File: src/rtl/framebuffer_writer.sv
// Write-side engine for the page-organised 1-bpp framebuffer: pixel set/clear/toggle
// via read-modify-write, plus a whole-screen constant fill.
module framebuffer_writer #(
    parameter int WIDTH     = 160,
    parameter int HEIGHT    = 120,
    parameter int ADDR_BITS = 12
) (
    input  logic                 Clock,
    input  logic                 Reset,
    input  logic                 CmdValid_i,
    output logic                 CmdReady_o,
    input  logic [1:0]           CmdOp_i,
    input  logic [7:0]           X_i,
    input  logic [6:0]           Y_i,
    input  logic [7:0]           FillData_i,
    output logic [ADDR_BITS-1:0] Address_o,
    output logic [7:0]           DataToRAM_o,
    output logic                 WriteEnable_o,
    input  logic [7:0]           DataFromRAM_i,
    output logic                 Discard_o
);

    localparam logic [2:0] S_IDLE   = 3'd0;
    localparam logic [2:0] S_READ   = 3'd1;
    localparam logic [2:0] S_MODIFY = 3'd2;
    localparam logic [2:0] S_WRITE  = 3'd3;
    localparam logic [2:0] S_FILL   = 3'd4;

    localparam logic [1:0] OP_SET   = 2'b00;
    localparam logic [1:0] OP_CLR   = 2'b01;
    localparam logic [1:0] OP_FILL  = 2'b11;

    localparam logic [7:0]           X_LIM     = 8'(WIDTH);
    localparam logic [6:0]           Y_LIM     = 7'(HEIGHT);
    localparam logic [ADDR_BITS-1:0] LAST_ADDR = ADDR_BITS'(WIDTH * HEIGHT / 8 - 1);

    logic [2:0]           state_q, state_d;
    logic [ADDR_BITS-1:0] addr_q, addr_d;
    logic [7:0]           wdata_q, wdata_d;
    logic                 we_q, we_d;
    logic                 discard_q, discard_d;
    logic [1:0]           op_q, op_d;
    logic [2:0]           bit_q, bit_d;

    logic [ADDR_BITS-1:0] pix_addr;
    logic                 in_range;
    logic [7:0]           mask;

    // Page-major layout: each page of 8 rows is one WIDTH-byte strip.
    assign pix_addr = ADDR_BITS'(Y_i[6:3]) * ADDR_BITS'(WIDTH) + ADDR_BITS'(X_i);
    assign in_range = (X_i < X_LIM) && (Y_i < Y_LIM);
    assign mask     = 8'b1 << bit_q;

    always_comb begin
        state_d   = state_q;
        addr_d    = addr_q;
        wdata_d   = wdata_q;
        we_d      = 1'b0;
        discard_d = 1'b0;
        op_d      = op_q;
        bit_d     = bit_q;
        case (state_q)
            S_IDLE: begin
                if (CmdValid_i) begin
                    if (CmdOp_i == OP_FILL) begin
                        addr_d  = '0;
                        wdata_d = FillData_i;
                        we_d    = 1'b1;
                        state_d = S_FILL;
                    end else if (in_range) begin
                        addr_d  = pix_addr;
                        op_d    = CmdOp_i;
                        bit_d   = Y_i[2:0];
                        state_d = S_READ;
                    end else begin
                        discard_d = 1'b1;
                    end
                end
            end
            S_READ:   state_d = S_MODIFY;
            S_MODIFY: begin
                case (op_q)
                    OP_SET:  wdata_d = DataFromRAM_i | mask;
                    OP_CLR:  wdata_d = DataFromRAM_i & ~mask;
                    default: wdata_d = DataFromRAM_i ^ mask;
                endcase
                we_d    = 1'b1;
                state_d = S_WRITE;
            end
            S_WRITE:  state_d = S_IDLE;
            S_FILL: begin
                if (addr_q == LAST_ADDR) begin
                    state_d = S_IDLE;
                end else begin
                    addr_d = addr_q + 1'b1;
                    we_d   = 1'b1;
                end
            end
            default:  state_d = S_IDLE;
        endcase
    end

    always_ff @(posedge Clock) begin
        if (Reset) begin
            state_q   <= S_IDLE;
            addr_q    <= '0;
            wdata_q   <= '0;
            we_q      <= 1'b0;
            discard_q <= 1'b0;
            op_q      <= '0;
            bit_q     <= '0;
        end else begin
            state_q   <= state_d;
            addr_q    <= addr_d;
            wdata_q   <= wdata_d;
            we_q      <= we_d;
            discard_q <= discard_d;
            op_q      <= op_d;
            bit_q     <= bit_d;
        end
    end

    assign CmdReady_o    = (state_q == S_IDLE);
    assign Address_o     = addr_q;
    assign DataToRAM_o   = wdata_q;
    assign WriteEnable_o = we_q;
    assign Discard_o     = discard_q;

endmodule

File: config.mk
export PLATFORM = sky130hd
export DESIGN_NAME = framebuffer_writer
export DESIGN_NICKNAME = d
export VERILOG_FILES = /design/src/rtl/framebuffer_writer.sv
export SDC_FILE = /design/constraint.sdc
export NUM_CORES = 1
export LEC_CHECK = 0
export ABC_CLOCK_PERIOD_IN_PS = 4600
export CORE_AREA = 8 8 68 93
export DETAILED_ROUTE_END_ITERATION = 10
export DIE_AREA = 0 0 76 101
export PLACE_DENSITY_LB_ADDON = 0.2
export SYNTH_ARGS = -nofsm -noshare
export SYNTH_HDL_FRONTEND = slang
export SYNTH_SLANG_ARGS = --single-unit
export TNS_END_PERCENT = 1
File: constraint.sdc
create_clock -name Clock -period 4.6 [get_ports Clock]
set_input_delay 1.38 -clock Clock [delete_from_list [all_inputs] [get_ports Clock]]
set_output_delay 1.38 -clock Clock [all_outputs]
set_load 0.01 [all_outputs]
# Word-level counts from Yosys, hierarchy flattened
# Index checks and enable logic that the tools add are counted.
# word_totals
word_cells,60
input_bits,36
register_bits,30
out_inout_bits,23
# classes
bitwise_logic,7
add_sub_neg,2
magnitude_cmp,2
n_reduce_logical,10
multipliers,1
muxes,19
n_shift,1
eq_ne,11
# ops
cell,n
$mux 12,4
$pmux 8 s2,2
$pmux 12 s2,1
$mux 8,2
$add 12x1->12 const B,1
$add 12x8->12,1
$eq 12x12->1 const B,1
$mux 3,4
$pmux 3 s4,1
$and 8x8->8,1
$lt 8x8->1 const B,1
$not 8->8,1
$or 8x8->8,1
$reduce_and 4->1,2
$shl 1x3->8 const A,1
$xor 8x8->8,1
$lt 7x7->1 const B,1
$mul 4x3->7 const B,1
$ne 2x2->1 const B,3
$reduce_and 3->1,2
$mux 1,4
$reduce_bool 2->1,2
$reduce_or 4->1,1
$eq 3x1->1 const B,1
other kinds (11),13

# Logic depth before layout (Yosys ltp)
# depth
word_depth,6
mapped_depth,9
mapped_depth_nobuf,9

# Worst setup path before layout
# No wires, ideal clock.
# synth_path
path_type,input to register
from,input port Y_i[4]
to,register addr_q[11] (netlist: Address_o[11])
required_time_ns,4.509
setup_time_ns,0.091
path_stages,9
arrival_ns,3.147
setup_slack_ns,1.362
path_buffers,0
cell_sequence,ha_1 > ha_1 > inv_1 > fa_1 > nand2b_1 > nor2_1 > a211o_1 > a21o_1 > a311oi_1
# synth_via
elab_chain_len,6
word_cells_on_any_way,10
classes_between,1 x add/sub; 1 x mul; 1 x order compare; 1 x eq/ne; 4 x mux; 2 x reduce/logical
# synth_rtl
element,line,text
start: declaration,14,"input logic [6:0] Y_i,"
$mul 4x3->7,50,assign pix_addr = ADDR_BITS'(Y_i[6:3]) * ADDR_BITS'(WIDTH) + ADDR_BITS'(X_i);
$add 12x8->12,50,
$mux 12,70,end else if (in_range) begin
$mux 12,65,if (CmdOp_i == OP_FILL) begin
$mux 12,64,if (CmdValid_i) begin
$pmux 12 s2,62,case (state_q)
end signal: assignment,114,addr_q <= addr_d;
end: declaration,38,"logic [ADDR_BITS-1:0] addr_q, addr_d;"
# Parallel ways exist; a longest one is shown, timed or not. The select of a mux whose other input is x is not followed.
# A chain may end at the register's enable or synchronous reset.

# Worst setup path in the final report
# layout_path
from,input port Y_i[6]
to,register addr_q[11] (netlist: Address_o[11])
# The elaborated chain is that of the path after synthesis.

==> flow_metrics.env <==
export IMPL_route_vias_total=2196
export IMPL_grt_max_degree=32
export IMPL_gp_congestion=0.806
export IMPL_wl_um=5800
export IMPL_hold_depth=2
export IMPL_ioPinCount=59
export IMPL_cts_tree="yes"
export IMPL_yosysTopAreaCell="dfxtp_1"
export IMPL_die_y_um=101
export IMPL_start_kind="input port"
export IMPL_p_int_mw=0.590
export IMPL_post_dp_cell_area_mm2=0.00292
export IMPL_worstSetupPathType="input port to flop"
export IMPL_syn_avg_cell_area_um2=8.06
export IMPL_fin_tns_setup_ns=0
export IMPL_synth_xor_area_share_pct=5.19
export IMPL_clkPwrFrac_pct=31.0
export IMPL_drtPass1Iterations=4
export IMPL_synth_nets=355
export IMPL_drc=0
export IMPL_grt_remaining_overflow=0
export IMPL_place_port_buffers=58
export IMPL_synthAdderAreaFrac_pct=14.4
export IMPL_routed_via_density=5.38
export IMPL_antenna_found_initial=0
export IMPL_synthTopCellsByArea="dfxtp_1, ha_1, mux2i_1"
export IMPL_finalHoldWorstSlack_ns=0.450
export IMPL_hp_class="flop to flop"
export IMPL_finalCritPeriodShare_pct=79.1
export IMPL_yosysSeqAreaShare_pct=25.4
export IMPL_r2r_cells=6
export IMPL_clock_sinks=30
export IMPL_nets=403
export IMPL_grt_pass1_vias=2113
export IMPL_htreeDepth=2
export IMPL_clkTransAtPathRegs_ns=0.07
export IMPL_yosysWarnings=0
export IMPL_switchingPower_mw=0.274
export IMPL_rsz0062_at_grt="no"
export IMPL_min_period_ns=3.64
export IMPL_p_comb_share_pct=31.3
export IMPL_synth_cells=293
export IMPL_synth_simple_area_share_pct=24.6
export IMPL_cts_made_buffers=5
export IMPL_drt_iter0_markers=111
export IMPL_hold_viol_final=0
export IMPL_netlist_area_mm2=0.00236
export IMPL_p_leak_nw=1.19
export IMPL_maxCapViolCount=0
export IMPL_num_rows=31
export IMPL_skew_ns=0.00555
export IMPL_slew_headroom_pct=20.2
export IMPL_synth_top_family_by_area="simple AND/OR/NAND/NOR gates"
export IMPL_core_area_mm2=0.00500
export IMPL_die_w_um=76
export IMPL_holdBufCountCts=0
export IMPL_p_sw_share_pct=31.7
export IMPL_grt_pass1_wl_um=9650
export IMPL_synth_top_area_share_pct=25.4
export IMPL_slew_violations=0
export IMPL_vdd_ir_drop_worst_v=0.000210
export IMPL_dieArea_mm2=0.00768
export IMPL_seq_power_share_pct=37.7
export IMPL_fmax_mhz=275
export IMPL_setup_viol=0
export IMPL_worst_pin_slew_ns=1.19
export IMPL_crit_path_end_kind="flop"
export IMPL_postCtsSetupBuffers=0
export IMPL_antenna_left=0
export IMPL_start_util_pct=47.2
export IMPL_synth_compound_area_share_pct=17.0
export IMPL_status="completed"
export IMPL_synth_mux_area_share_pct=5.09
export IMPL_post_route_util_pct=60.6
export IMPL_synth_cell_types=46
export IMPL_cts_resized=0
export IMPL_instances_no_fill=408
export IMPL_ys_ff_latch=30
export IMPL_routedWlPerCell_um=14.2
export IMPL_arrival_ns=3.82
export IMPL_finalInstanceArea_mm2=0.00303
export IMPL_layout_drive_gt1_share_pct=5.56
export IMPL_insertion_delay_ns=0.29
export IMPL_dp_cells=400
export IMPL_cts_root_buffer="clkbuf_8"
export IMPL_dp_hpwl_um=4440
export IMPL_crit_fanout=6
export IMPL_n_antenna_cell=0
export IMPL_grt_use_total_pct=15.0
export IMPL_syn_to_final_growth_pct=28.4
export IMPL_pwr_density_cell_mw_per_mm2=285
export IMPL_crit_required_ns=4.78
export IMPL_cts_buffer_depth=2
## synthesized netlist by cell type, drive strengths merged
library cell	count
nor4b	1
o32a	1
nor2	26
and4b	1
nand4	4
mux2i	12
o211ai	9
or3	1
nor2b	1
or3b	2
xor2	5
inv	23
o211a	1
a21oi	16
or2	2
o21ai	10
a311oi	7
a211o	1
nand3b	4
nand3	12
nand2	32
or2b	1
and4	2
nor3	7
a2bb2oi	2
a21o	1
nand2b	9
a211oi	5
ha	24
xnor2	9
dfxtp	30
fa	2
a31oi	3
nor3b	2
o32ai	1
clkbuf	9
o21a	2
and3	1
nor4	3
buf	9
## path summary, 6_finish.rpt
check,startpoint,to,slack (ns)
hold reg to reg,DataToRAM_o[4],DataToRAM_o[4],0.45
hold / removal,DataToRAM_o[4],DataToRAM_o[4],0.45
setup reg to reg,Address_o[0],Address_o[7],2.62
setup / recovery,Y_i[6],Address_o[11],0.96
## flip-flops by register name, indices dropped and copies added, names as in the netlist
name	cells
state_q	3
WriteEnable_o	1
Discard_o	1
DataToRAM_o	8
Address_o	12
bit_q	3
op_q	2
## placed cells by master (no fill, tap or decap), drive strengths merged, types with 2 or more instances in the layout
master / Yosys / final
nor3: 7 / 7
nor2: 26 / 26
or3b: 2 / 2
xnor2: 9 / 9
mux2i: 12 / 12
xor2: 5 / 5
inv: 23 / 23
a211oi: 5 / 5
nand3: 12 / 12
a31oi: 3 / 3
a21oi: 16 / 16
nand2b: 9 / 9
or2: 2 / 2
nor4: 3 / 3
nand4: 4 / 4
nand3b: 4 / 4
clkbuf: 9 / 5
clkinv: 0 / 2
o21a: 2 / 2
a2bb2oi: 2 / 2
nand2: 32 / 32
o211ai: 9 / 9
fa: 2 / 2
clkdlybuf4s50: 0 / 58
nor3b: 2 / 2
and4: 2 / 2
o21ai: 10 / 10
ha: 24 / 24
dfxtp: 30 / 30
a311oi: 7 / 7
## power groups by stage
stage	Combinational, mW	Clock [mW]	Sequential (mW)
floorplan	0.172	0	0.324
global placement	0.269	0	0.331
detailed placement	0.273	0	0.332
CTS	0.274	0.271	0.326
global route	0.301	0.280	0.332
finish	0.270	0.268	0.326
## layout make-up
class | instances | area (um^2)
sequential | 30 | 601
tap | 66 | 82.6
fill | 473 | 1970
multi-input combinational | 222 | 1570
clock inverter | 3 | 40.0
timing repair buffer | 59 | 588
clock buffer | 5 | 68.8
inverter | 23 | 86.3
## through the flow
| step | setup slack [ns] | total power, mW |
|---|---|---|
| after floorplan | 1.36 | 0.496 |
| after global placement | 0.717 | 0.600 |
| after detailed placement | 0.662 | 0.605 |
| after CTS | 0.962 | 0.872 |
| after global routing | 0.854 | 0.913 |
| final | 0.962 | 0.864 |
## logic make-up after synthesis
logic type / after synthesis
adder cells (fa/ha/maj): 26
multiplexers: 12
AO/OA/AOI/OAI: 59
flip-flops: 30
buffers and inverters: 41
XOR/XNOR: 14
AND/OR/NAND/NOR: 111
## metal layers
layer  vias to the layer above  track usage [%]  wire [um]
met5                         -                0          0
met4                         0             5.00         54
met3                         5             3.48        288
met2                        43             28.0       3050
met1                      1033             16.1       2410
li1                       1115                -          -
## worst max-delay path, stage by stage
cell             delay, ns
clkdlybuf4s50_1       0.51
ha_1                  0.33
ha_1                  0.16
inv_1                 0.05
fa_1                  0.49
nand2b_1              0.12
nor2_1                0.07
a211o_1               0.29
a21o_1                0.17
a311oi_1              0.23
Note: power is estimated with default switching activity, not from simulation.
